<file path="config.mk">
export PLATFORM = sky130hd
export DESIGN_NAME = uart_baud_gen
export DESIGN_NICKNAME = d
export VERILOG_FILES = /design/src/rtl/uart_pkg.sv /design/src/rtl/uart_baud_rom.sv /design/src/rtl/uart_baud_gen.sv
export SDC_FILE = /design/constraint.sdc
export NUM_CORES = 1
export LEC_CHECK = 0
export CORE_MARGIN = 2
export CORE_UTILIZATION = 55
export CTS_BUF_LIST = sky130_fd_sc_hd__clkbuf_8
export CTS_CLUSTER_DIAMETER = 150
export DETAILED_ROUTE_END_ITERATION = 16
export PLACE_DENSITY = 0.74
export SYNTH_ARGS = -nofsm -noshare
export SYNTH_HDL_FRONTEND = slang
export SYNTH_HIERARCHICAL = 1
export SYNTH_SLANG_ARGS = --single-unit
</file>
<file path="constraint.sdc">
create_clock -name clk -period 4 [get_ports clk]
set_clock_uncertainty 0.2 [all_clocks]
set_input_delay 0.8 -clock clk [delete_from_list [all_inputs] [get_ports clk]]
set_output_delay 0.8 -clock clk [all_outputs]
set_load 0.01 [all_outputs]
</file>
<file path="src/rtl/uart_pkg.sv">
// Shared constants and elaboration-time helpers for the UART baud path.
// Holds the supported-rate table and the phase-increment calculation.
package uart_pkg;

    localparam int unsigned BAUD_DEFAULT = 9600;
    localparam int unsigned N_BAUDS      = 7;

    typedef enum logic [2:0] {
        BAUD_4800,
        BAUD_9600,
        BAUD_14400,
        BAUD_19200,
        BAUD_38400,
        BAUD_57600,
        BAUD_115200
    } baud_sel_e;

    localparam int unsigned BAUD_LIST [N_BAUDS] = '{
        4800, 9600, 14400, 19200, 38400, 57600, 115200
    };

    function automatic int unsigned baud_rate(input baud_sel_e sel);
        return BAUD_LIST[sel];
    endfunction

    // round(baud*osr*2^acc_w/clk_hz); only ever evaluated on constants
    function automatic logic [63:0] calc_inc(
        input longint unsigned baud,
        input longint unsigned clk_hz,
        input longint unsigned osr,
        input int unsigned     acc_w
    );
        logic [63:0] num;
        num = (baud * osr) << acc_w;
        return (num + clk_hz / 2) / clk_hz;
    endfunction

endpackage

</file>
<file path="src/rtl/uart_baud_rom.sv">
// Combinational baud -> phase increment lookup built from constants.
// Unsupported rates fall back to the default increment and flag err.
module uart_baud_rom
    import uart_pkg::*;
#(
    parameter int unsigned CLK_FREQ_HZ = 50_000_000,
    parameter int unsigned OSR         = 16,
    parameter int unsigned ACC_W       = 32,
    parameter int unsigned BAUD_W      = 17
) (
    input  logic [BAUD_W-1:0] baud,
    output logic [ACC_W-1:0]  inc,
    output logic              err
);

    localparam logic [ACC_W-1:0] INC_DEF =
        ACC_W'(calc_inc(BAUD_DEFAULT, CLK_FREQ_HZ, OSR, ACC_W));

    logic [ACC_W-1:0] inc_tab [N_BAUDS];

    for (genvar i = 0; i < N_BAUDS; i++) begin : g_tab
        localparam int unsigned RATE = baud_rate(baud_sel_e'(i));
        assign inc_tab[i] =
            ACC_W'(calc_inc(RATE, CLK_FREQ_HZ, OSR, ACC_W));
    end

    always_comb begin
        inc = INC_DEF;
        err = 1'b1;
        for (int i = 0; i < N_BAUDS; i++) begin
            if (baud == BAUD_W'(BAUD_LIST[i])) begin
                inc = inc_tab[i];
                err = 1'b0;
            end
        end
    end

endmodule

</file>
<file path="src/rtl/uart_baud_gen.sv">
// DDS baud generator: oversample strobe, bit strobe and baud square wave.
// Rate requests are held pending and applied only on bit boundaries.
module uart_baud_gen
    import uart_pkg::*;
#(
    parameter int unsigned CLK_FREQ_HZ = 50_000_000,
    parameter int unsigned OSR         = 16,
    parameter int unsigned ACC_W       = 32,
    parameter int unsigned BAUD_W      = 17
) (
    input  logic              clk,
    input  logic              rst,
    input  logic              en,
    input  logic              cfg_valid,
    output logic              cfg_ready,
    input  logic [BAUD_W-1:0] baud,
    output logic              os_tick,
    output logic              bit_tick,
    output logic              tx_clk,
    output logic              locked,
    output logic              baud_err
);

    localparam int unsigned CNT_W = $clog2(OSR);
    localparam longint unsigned MAX_OS =
        longint'(baud_rate(BAUD_115200)) * OSR;
    localparam logic [ACC_W-1:0] INC_DEFAULT =
        ACC_W'(calc_inc(BAUD_DEFAULT, CLK_FREQ_HZ, OSR, ACC_W));

    if (OSR < 4 || (OSR % 2) != 0 ||
        MAX_OS >= longint'(CLK_FREQ_HZ / 2)) begin : g_bad_cfg
        $error("uart_baud_gen: unsupported OSR / CLK_FREQ_HZ");
    end

    logic [ACC_W-1:0]  acc;
    logic [ACC_W-1:0]  inc;
    logic [ACC_W:0]    sum;
    logic [CNT_W-1:0]  os_cnt;
    logic [CNT_W-1:0]  os_nxt;
    logic [BAUD_W-1:0] pend;
    logic              pend_valid;
    logic              carry;
    logic              bit_wrap;
    logic              accept;
    logic              apply;
    logic [ACC_W-1:0]  rom_inc;
    logic              rom_err;

    uart_baud_rom #(
        .CLK_FREQ_HZ(CLK_FREQ_HZ),
        .OSR        (OSR),
        .ACC_W      (ACC_W),
        .BAUD_W     (BAUD_W)
    ) u_rom (
        .baud(pend),
        .inc (rom_inc),
        .err (rom_err)
    );

    assign sum       = {1'b0, acc} + {1'b0, inc};
    assign carry     = en && sum[ACC_W];
    assign bit_wrap  = carry && (os_cnt == CNT_W'(OSR - 1));
    assign os_nxt    = bit_wrap ? '0 : os_cnt + 1'b1;
    assign cfg_ready = !pend_valid;
    assign accept    = cfg_valid && !pend_valid;
    // without a running, locked rate there is no bit to protect
    assign apply     = pend_valid && (bit_wrap || !en || !locked);

    always_ff @(posedge clk) begin
        if (rst) begin
            acc        <= '0;
            os_cnt     <= '0;
            os_tick    <= 1'b0;
            bit_tick   <= 1'b0;
            tx_clk     <= 1'b0;
            inc        <= INC_DEFAULT;
            locked     <= 1'b0;
            baud_err   <= 1'b0;
            pend       <= '0;
            pend_valid <= 1'b0;
        end else begin
            if (!en) begin
                acc      <= '0;
                os_cnt   <= '0;
                os_tick  <= 1'b0;
                bit_tick <= 1'b0;
                tx_clk   <= 1'b0;
            end else begin
                acc      <= sum[ACC_W-1:0];
                os_tick  <= carry;
                bit_tick <= bit_wrap;
                if (carry) begin
                    os_cnt <= os_nxt;
                    if (bit_wrap) begin
                        tx_clk <= 1'b1;
                    end else if (os_nxt == CNT_W'(OSR / 2)) begin
                        tx_clk <= 1'b0;
                    end
                end
            end
            if (accept) begin
                pend       <= baud;
                pend_valid <= 1'b1;
            end
            if (apply) begin
                inc        <= rom_inc;
                baud_err   <= rom_err;
                locked     <= 1'b1;
                pend_valid <= 1'b0;
            end
        end
    end

endmodule

</file>
# Word-level counts from Yosys, hierarchy flattened
# Index checks and enable logic that the tools add are counted.
# Widths: inputs -> output; s select.
# word_totals
regBits	91
inputBits	21
# classes
muxes	17
bitwise	1
n_reduce_logical	13
n_eq_ne	9
add_sub_neg	2
# op_table
operator	n
$mux 25	2
$mux 24	2
$eq 17x14->1 const B	2
$eq 17x16->1 const B	2
$add 32x32->33	1
$mux 28	1
$mux 27	1
$mux 26	1
$eq 17x13->1 const B	1
$eq 17x15->1 const B	1
$eq 17x17->1 const B	1
$mux 1	9
$eq 4x4->1 const B	2
$add 4x1->4 const B	1
$logic_and 1x1->1	4
$mux 4	1
$reduce_or 2->1	2
$logic_not 1->1	3
$logic_or 1x1->1	2
$reduce_and 2->1	1
$reduce_bool 2->1	1
$not 1->1	1

# Logic depth before layout (Yosys ltp)
# Gate-level depths: netlist of run 1.
# logic_depth
word_depth	8
mapped_depth	13

# Modules after synthesis
# Netlist of run 1, hierarchy kept.
# by_module_without_submodules
module	seq_area_each_um2	n_inst	area_each_um2	cells_each
uart_baud_gen	1821.7	1	4478.0	530
uart_baud_rom	0.0	1	412.9	61

# Least setup slack after synthesis of run 1
# OpenSTA, ideal clock, no wires.
# synth_timing
kind	reg-to-reg
start	reg acc[0]
end	reg inc[12]
arrival_time_ns	2.422
n_path_buf	2
setup_slack_ns	1.246
stages_incl_launch_ff	14
period_less_slack_ns	2.754
path_cell_list	dfxtp_1 > ha_1 > fa_1 > a21oi_1 > o22ai_1 > nor4_2 > o21bai_4 > nand4_1 > a31o_1 > a21oi_1 > buf_4 > buf_2 > nor3_1 > a21oi_1
# synth_via
elab_chain_cells	6
# synth_lines
item	line	text
start: declaration	uart_baud_gen.sv:35	logic [ACC_W-1:0] acc;
start signal: assignment	uart_baud_gen.sv:89	acc <= sum[ACC_W-1:0];
$add 32x32->33	uart_baud_gen.sv:60	assign sum = {1'b0, acc} + {1'b0, inc};
$logic_and 1x1->1	uart_baud_gen.sv:61	assign carry = en && sum[ACC_W];
$logic_and 1x1->1	uart_baud_gen.sv:62	assign bit_wrap = carry && (os_cnt == CNT_W'(OSR - 1));
$logic_or 1x1->1 (2 in a row)	uart_baud_gen.sv:67	assign apply = pend_valid && (bit_wrap || !en || !locked);
$logic_and 1x1->1	uart_baud_gen.sv:67	
end signal: assignment	uart_baud_gen.sv:106	inc <= rom_inc;
end: declaration	uart_baud_gen.sv:36	logic [ACC_W-1:0] inc;
# Every way passes these cells.
# A chain may end at the register's enable or synchronous reset.

# Worst setup path after layout of run 1
# layout_timing
start	reg inc[0]
end	reg acc[30]
# layout_via
elab_chain_cells	1
# layout_lines
item	line
$add 32x32->33	uart_baud_gen.sv:60
# Every way passes these cells.

==> flow_summary.ini, run 1 <==
[global_routing]
overflow = 0
grt_max_degree = 65
grt_pass1_wl_um = 16800
grt_pass1_vias = 3729
grt_usage_pct = 21.1
antenna_found_initial = 0

[pwr]
vdd_ir_drop_max_mv = 0.224
power.density_nw_per_um2 = 330
p_leak_nw = 2.19

[critical_path]
path_common_cell = a31oi_1
crit_path_cell_trace = ha_1 > fa_1 > a21oi_1 > o22ai_1 > nor4_2 > o21bai_4 > a31oi_1 > o21ai_0 > a31oi_1 > xor2_1 > nor2_1
cp_top_family = compound AO/OA/AOI/OAI gates
crit_arrival_ns = 3.17
crit_path_max_incr_delay_ns = 0.42
worstSetupPathType = flop to flop
cp-start-kind = flop
end_kind = flop
path_max_fanout = 4
slowest_stage = fa_1
required_ns = 4.03
path_buf_inv = 0

[clock_tree]
post_cts_resize_count = 0
h-tree-depth = 3
clkTransAtPathRegs_ns = 0.09
cts_hold_buf = 0
cts-buffers-inserted = 9
clkSinkCount = 91
clockBufferDepth = 2
clk_latency_ns = 0.35
tritoncts = built
cts_root_buf = clkbuf_8
cts_setup_buffers = 0

[floorplanning]
fp.dieH_um = 98.3
die_w_um = 98.3
start_util_pct = 56.4
ios = 27
core_area_um2 = 8680
die_area_um2 = 9660
rows = 34

[finish]
final_nets = 659
diodes = 0
fill_cells = 772
area_growth_pct = 9.29
drive_above_1_share_pct = 4.93
fin_util_pct = 61.6

[yosys]
synthAdderAreaFrac_pct = 8.85
yosys_warnings = 6
synthMuxAreaShare_pct = 4.50
synthDistinctLibCells = 54
synth_top_family_by_area = simple AND/OR/NAND/NOR gates
synth_area_um2 = 4890
synth_top_area_share_pct = 37.2
async_flop_share_pct = 0
synthTopCellsByArea = dfxtp_1 37%, ha_1 8.4%, nor2_1 7.3%
synth_compound_area_share_pct = 16.1
synth_edf_count = 0
ys.flop_type = dfxtp_1
avgSynthCellArea_um2 = 8.28
synth_cells = 591
synth_seq_cells = 91
yosysTopAreaCell = dfxtp_1
yosysSeqAreaShare_pct = 37.2
synth-simple-area-share_pct = 23.5
synth_xor_xnor_area_share_pct = 4.83

[route]
detail_route.wl_per_cell_um = 13.8
drcViolationCount = 0
avgViaCountPerCell = 5.60
drt-pass1-iter-count = 4
drt_iter0_drc = 232
finalWirelength_um = 9910
vias = 4014
antenna_left = 0

[sta]
max_clock_freq_ghz = 0.319
worst_pin_slew_ns = 0.991
max-slew-margin-rel_pct = 33.8
slew_violations = 0
hold_viol = 0
period_needed_ns = 3.13
fin_tns_setup_ns = 0
hold_ws_ns = 0.266
rsz0062_at_grt = false
setup_viol = 0
timing.final.crit_share_pct = 78.3

[outcome]
status = complete, no violations

[min_path]
min_path_type = flop to flop

[job]
cap_viol_max_count = 0

[place]
gp_congestion = 0.864
port_buffers = 26
place_hpwl_um = 7380
-- path summary, 6_finish.rpt --
| check | from | to | slack (ns) | cells after the start |
|---|---|---|---|---|
| worst max-delay path | inc[0] | acc[30] | 0.87 | 11 |
| worst min-delay path | pend[5] | pend[5] | 0.27 | 2 |
| worst max register to register | inc[0] | acc[30] | 0.87 | 11 |
| worst min register to register | pend[5] | pend[5] | 0.27 | 2 |
-- cell families (layout without fill, tap and decap cells) --
logic type	count (synthesis)	in the layout
fa+ha+maj	34	34
simple gates	238	238
xor+xnor	27	27
other cells	1	4
mux	22	22
flops	91	91
compound gates	130	130
buf+inv	48	63
-- where the power goes --
group / internal [mW] / switching, mW / total [mW]
Clock: 0.256 / 0.318 / 0.574
Combinational: 0.102 / 0.131 / 0.232
Sequential: 0.935 / 0.0202 / 0.956
Total: 1.29 / 0.469 / 1.76
-- metrics by stage --
stage / power, mW / worst slack, ns / instance area [um^2] / instances
after floorplan: 1.15 / 1.25 / 4900 / 594
after global placement: 1.20 / 0.957 / 5160 / 701
after detailed placement: 1.21 / 0.925 / 5160 / 701
after CTS: 1.78 / 0.892 / 5350 / 717
after global routing: 1.84 / 0.657 / 5350 / 717
final: 1.76 / 0.867 / 5350 / 717
-- metal layers --
metal	global-route usage, %	up-vias	wire length, um
li1	-	2083	-
met1	28.2	1862	4800
met2	34.2	61	4680
met3	3.79	8	279
met4	7.59	0	146
met5	0	-	0
-- layout by cell type (no fill, tap or decap), drive strengths merged, types with 14 or more instances in the layout --
| master | count |
|---|---|
| nor2 | 95 |
| dfxtp | 91 |
| nand2 | 62 |
| a21oi | 58 |
| ha | 33 |
| clkdlybuf4s50 | 25 |
| o21ai | 24 |
| nor3 | 24 |
| mux2i | 22 |
| inv | 19 |
| xnor2 | 15 |
| a21o | 14 |
-- sequential cells by signal (all words and copies together) (netlist names) --
signal      flops
os_cnt          4
inc            32
acc            32
pend_valid      1
bit_tick        1
pend           17
os_tick         1
baud_err        1
tx_clk          1
locked          1
-- cell usage after synthesis, types with 3 or more instances --
cell / n
inv_1: 18
xor2_1: 12
a211oi_1: 9
and3_1: 5
or3_1: 5
a21o_1: 14
o21bai_1: 4
buf_6: 3
nand2b_1: 4
clkbuf_1: 14
nand3_1: 8
buf_4: 10
a21oi_1: 58
nand4_1: 4
nor3_1: 23
xnor2_1: 15
and2_1: 3
nor4_1: 7
nor2_1: 95
nand2_1: 62
dfxtp_1: 91
ha_1: 33
mux2i_1: 22
o21ai_0: 24
nor2b_1: 5
nand4b_1: 3
a31oi_1: 8
-- worst register-to-register path: stages, from the launching register on --
cell	delay (ns)
dfxtp_1	0.32
ha_1	0.22
fa_1	0.42
a21oi_1	0.23
o22ai_1	0.18
nor4_2	0.30
o21bai_4	0.14
a31oi_1	0.31
o21ai_0	0.23
a31oi_1	0.24
xor2_1	0.17
nor2_1	0.05
-- final cells by class --
cell class / count / area [um^2] / share of cell area [%]
clock buffers: 11 / 151 / 2.83
clock inverters: 5 / 28.8 / 0.538
inverters: 18 / 67.6 / 1.26
multi-input cells: 455 / 2850 / 53.3
flip-flops and latches: 91 / 1820 / 34.1
well taps: 108 / 135 / 2.53
repair buffers: 29 / 290 / 5.43
Power figures use the tool's default switching activity.
==> run 2: changes to the inputs <==
==> constraint.sdc (replaced) <==
create_clock -name clk -period 2.9 [get_ports clk]
set_clock_uncertainty 0.2 [all_clocks]
set_input_delay 0.58 -clock clk [delete_from_list [all_inputs] [get_ports clk]]
set_output_delay 0.58 -clock clk [all_outputs]
set_load 0.01 [all_outputs]
==> run 2 against run 1 <==
  * The flow now finishes with violations (setup timing)
  * Design area rose by 9.5%
  * Maximum frequency rose by 6.3%
  * Clock power rose by 67%
  * Power rose by 53%
  * Clock-buffer cell count fell by 2
  * Utilization rose by 5.9 points
  * Global-route usage rose by 1.4 points
  * Final cell count rose by 3.5%
  * Largest power group unchanged
  * Highest routed layer unchanged
==> flow_summary.ini, run 2 (synthesis results as in run 1) <==
[clock_tree]
clk_latency_ns = 0.36
clkSinkCount = 91
tritoncts = built
h-tree-depth = 3
clockBufferDepth = 2
clkTransAtPathRegs_ns = 0.09
cts_root_buf = clkbuf_8
cts-buffers-inserted = 9

[route]
avgViaCountPerCell = 5.76
detail_route.wl_per_cell_um = 15.5
drt-pass1-iter-count = 4
finalWirelength_um = 11500
drt_iter0_drc = 257
vias = 4271
drcViolationCount = 0
antenna_left = 0

[place]
pre_cts_ws_ns = -0.0267
port_buffers = 26
gp_congestion = 0.858
place_hpwl_um = 7920
placed_area_um2 = 5270

[floorplanning]
start_util_pct = 56.4
die_w_um = 98.3
fp.dieH_um = 98.3
rows = 34
die_area_um2 = 9660
core_area_um2 = 8680
ios = 27

[sta]
max-slew-margin-rel_pct = 53.6
hold_viol = 0
setup_viol = 14
worst_pin_slew_ns = 0.689
max_clock_freq_ghz = 0.339
rsz0062_at_grt = true
timing.final.crit_share_pct = 102
period_needed_ns = 2.95
setup_slack_ns = -0.0461
fin_tns_setup_ns = -0.237
slew_violations = 0

[critical_path]
cp_top_family = compound AO/OA/AOI/OAI gates
path_buf_inv = 3
worst-path-stages = 14
rr_worst_depth = 14
worstSetupPathType = flop to flop
crit_arrival_ns = 3.00
end_kind = flop
required_ns = 2.95
crit_path_cell_trace = ha_4 > fa_2 > a21oi_2 > o22ai_2 > nor4_2 > buf_4 > o21bai_4 > nand4_1 > a31o_1 > a21oi_4 > buf_12 > clkbuf_16 > nor3_1 > a21oi_1
path_max_fanout = 11
cp-start-kind = flop
crit_path_max_incr_delay_ns = 0.35
slowest_stage = dfxtp_2

[finish]
diodes = 0
reg_top3 = acc (32), inc (32), pend (17)
drive_above_1_share_pct = 12.8
layout_commonest_cell = nor2_1
final_nets = 684
area_growth_pct = 19.7
final_cell_mix = 94 x nor2_1, 87 x dfxtp_1, 62 x nand2_1
final_area_um2 = 5850

[pwr]
p_leak_nw = 2.38
power.density_nw_per_um2 = 460
vdd_ir_drop_max_mv = 0.255
total_power_mw = 2.69

[global_routing]
grt_usage_pct = 22.5
antenna_found_initial = 0
overflow = 0
grt_pass1_wl_um = 17900
grt_pass1_vias = 3925
grt_max_degree = 65

[min_path]
holdPathStages = 2
min_path_type = flop to flop

[outcome]
violations = setup timing
status = complete, but fails checks

[job]
cap_viol_max_count = 0
[run 2: final cells by class]
class	instances	area, um^2
multi-input combinational	455	3030
fill	708	2820
sequential	91	1830
timing repair buffer	54	577
tap	108	135
clock buffer	9	124
clock inverter	7	91.3
inverter	18	67.6
[run 2: timing repair]
action,CTS,global route
setup buffers,1,8
pin swaps,0,8
cloned,0,4
setup endpoints to repair,18,49
hold buffers,0,0
gates resized for setup,6,32
[run 2: final timing paths]
| kind | startpoint | to | slack (ns) |
|---|---|---|---|
| max | inc[0] | inc[16] | -0.05 |
| min | pend[4] | pend[4] | 0.26 |
| max reg2reg | inc[0] | inc[16] | -0.05 |
| min reg2reg | pend[4] | pend[4] | 0.26 |
[run 2: per-stage QoR]
| step | hold WS, ns | cells | utilization (%) |
|---|---|---|---|
| after detailed placement | 0.250 | 713 | 60.7 |
| after global placement | 0.244 | 713 | 60.7 |
| after floorplan | 0.236 | 594 | - |
| after CTS | 0.262 | 730 | 63.8 |
| after global routing | 0.305 | 742 | 67.5 |
| final | 0.259 | 742 | 67.5 |
[run 2: routing by layer]
layer	track usage, %	part of all wire [%]	up-vias
li1	-	-	2134
met1	29.9	46	2007
met2	37.8	49	111
met3	2.93	3.6	19
met4	7.80	2.0	0
met5	0	0	-
[run 2: power breakdown]
part | internal (mW) | switching (mW)
Sequential | 1.29 | 0.0313
Combinational | 0.200 | 0.210
Clock | 0.486 | 0.474
Total | 1.97 | 0.716
[run 2: worst register-to-register path, stage by stage, from the launching register on]
cell	delay, ns
dfxtp_2	0.35
ha_4	0.16
fa_2	0.35
a21oi_2	0.19
o22ai_2	0.12
nor4_2	0.16
buf_4	0.18
o21bai_4	0.09
nand4_1	0.13
a31o_1	0.25
a21oi_4	0.10
buf_12	0.15
clkbuf_16	0.16
nor3_1	0.18
a21oi_1	0.07
==> run 3: changes to the inputs <==
--- a/config.mk
+++ b/config.mk
@@ -11,6 +11,7 @@
 export CTS_CLUSTER_DIAMETER = 150
 export DETAILED_ROUTE_END_ITERATION = 16
 export PLACE_DENSITY = 0.74
+export REMOVE_ABC_BUFFERS = 1
 export SYNTH_ARGS = -nofsm -noshare
 export SYNTH_HDL_FRONTEND = slang
 export SYNTH_HIERARCHICAL = 1
==> run 3 against run 2 <==
  * The run still ends with setup timing left
  * Wire length grew 1.4%
  * Register-to-register slack about the same
  * Power down 2.7%
  * First-iteration DRC count rose by 1.9%
  * Die area is the same
  * Combinational power about the same
  * Via count increased by 1.0%
  * Sequential share of layout area decreased by 0.50 points
  * Clock-buffer cell count did not move
  * Worst hold slack improved by 0.0060 ns
  * Setup slack worse by 0.014 ns
  * Critical path depth is 1 lower
  * Largest cell class unchanged
  * Highest routed layer unchanged
==> flow_summary.ini, run 3 (synthesis results as in run 1) <==
[sta]
rsz0062_at_grt = true
timing.final.crit_share_pct = 102
max-slew-margin-rel_pct = 52.8
max_clock_freq_ghz = 0.338
period_needed_ns = 2.96
hold_viol = 0
setup_viol = 12
hold_ws_ns = 0.264
worst_pin_slew_ns = 0.702
setup_slack_ns = -0.0597
slew_violations = 0

[job]
cap_viol_max_count = 0

[finish]
layout_commonest_cell = nor2_1
reg_top3 = acc (32), inc (32), pend (17)
final_cell_mix = 93 x nor2_1, 87 x dfxtp_1, 61 x nand2_1
fin_util_pct = 68.5
final_cells = 750
final_nets = 692
area_growth_pct = 21.5
drive_above_1_share_pct = 16.7
diodes = 0

[critical_path]
slowest_stage = fa_2
end_kind = flop
required_ns = 2.95
worstSetupPathType = flop to flop
crit_path_max_incr_delay_ns = 0.40
rr_worst_depth = 13
cp_top_family = compound AO/OA/AOI/OAI gates
path_buf_inv = 2
critPathLaunch = inc[0]
r2r-end = inc[12]
crit_arrival_ns = 3.01
worst-path-stages = 13
crit_path_cell_trace = ha_4 > fa_2 > a21oi_2 > o22ai_2 > nor4_4 > o21bai_4 > nand4_1 > a31o_1 > a21oi_4 > buf_6 > buf_6 > nor3_2 > a21oi_1
path_max_fanout = 8
r2r_slack_ns = -0.06
path_common_cell = buf_6
reg2reg_from = inc[0]
endpoint = inc[12]
cp-start-kind = flop

[min_path]
min_path_type = input pin to flop
holdPathStages = 2

[floorplanning]
rows = 34
die_w_um = 98.3
ios = 27
start_util_pct = 56.4
die_area_um2 = 9660
core_area_um2 = 8680
fp.dieH_um = 98.3

[outcome]
violations = setup timing
status = complete, but fails checks

[pwr]
vdd_ir_drop_max_mv = 0.333
p_leak_nw = 2.40
power.density_nw_per_um2 = 441
total_power_mw = 2.62

[clock_tree]
tritoncts = built
cts-buffers-inserted = 9
cts_root_buf = clkbuf_8
clk_latency_ns = 0.37
clkSinkCount = 91
clkTransAtPathRegs_ns = 0.09
clockBufferDepth = 2
h-tree-depth = 3

[route]
drt-pass1-iter-count = 5
vias = 4314
antenna_left = 0
detail_route.wl_per_cell_um = 15.5
drcViolationCount = 0
avgViaCountPerCell = 5.75
finalWirelength_um = 11600
drt_iter0_drc = 262

[global_routing]
grt_pass1_wl_um = 18800
grt_usage_pct = 23.5
grt_pass1_vias = 4104
overflow = 0
antenna_found_initial = 0
grt_max_degree = 61

[place]
gp_congestion = 0.878
port_buffers = 26
place_hpwl_um = 7900
dpl.cell_count = 725
## run 3: cell count changes in the layout (fill, tap and decap cells not counted), moves of 3 or more
cell,change
nor3_1,-6
a21oi_2,+5
a21oi_1,-5
buf_4,+7
clkbuf_16,-3
o21ai_0,-3
buf_6,+5
nor3_2,+4
o21ai_1,+4
## run 3: power breakdown
group | switching, mW | internal (mW)
Clock | 0.488 | 0.403
Sequential | 0.0312 | 1.29
Combinational | 0.214 | 0.193
## run 3: area by class of cell
class | count | area [um^2]
clock buffer | 9 | 124
multi-input combinational | 455 | 3110
clock inverter | 7 | 76.3
inverter | 18 | 67.6
fill | 701 | 2740
tap | 108 | 135
timing repair buffer | 62 | 598
sequential | 91 | 1830
## run 3: worst min-delay path by stage
stage          endpoint  slack (ns)     from
2_1_floorplan   pend[4]        0.23  pend[4]
3_3_place_gp    pend[5]        0.24  pend[5]
3_5_place_dp    pend[4]        0.25  pend[4]
4_1_cts         inc[31]        0.26      rst
5_1_grt         inc[29]        0.28      rst
6_report        inc[30]        0.26      rst
## run 3: stage by stage
step	area, um^2	setup TNS [ns]	worst slack [ns]
3_3_place_gp	5350	-0.0564	-0.0287
5_1_grt	5940	-3.96	-0.164
2_1_floorplan	4730	-58.29	-1.77
3_5_place_dp	5350	-0.298	-0.0662
6_report	5940	-0.325	-0.0597
4_1_cts	5640	0	0.00234
## run 3: routing by layer
metal  vias up  track usage, %  share of wire (%)
met4         0            7.06                1.9
met1      2051            29.3                 44
li1       2149               -                  -
met3        20            4.51                4.3
met2        94            41.2                 50
met5         -               0                  0
## run 3: repair_timing
action | CTS | global route
buffers inserted | 3 | 5
setup endpoints to repair | 24 | 47
cloned | 2 | 1
gates resized for setup | 8 | 56
hold buffers | 0 | 0
pin swaps | 4 | 11
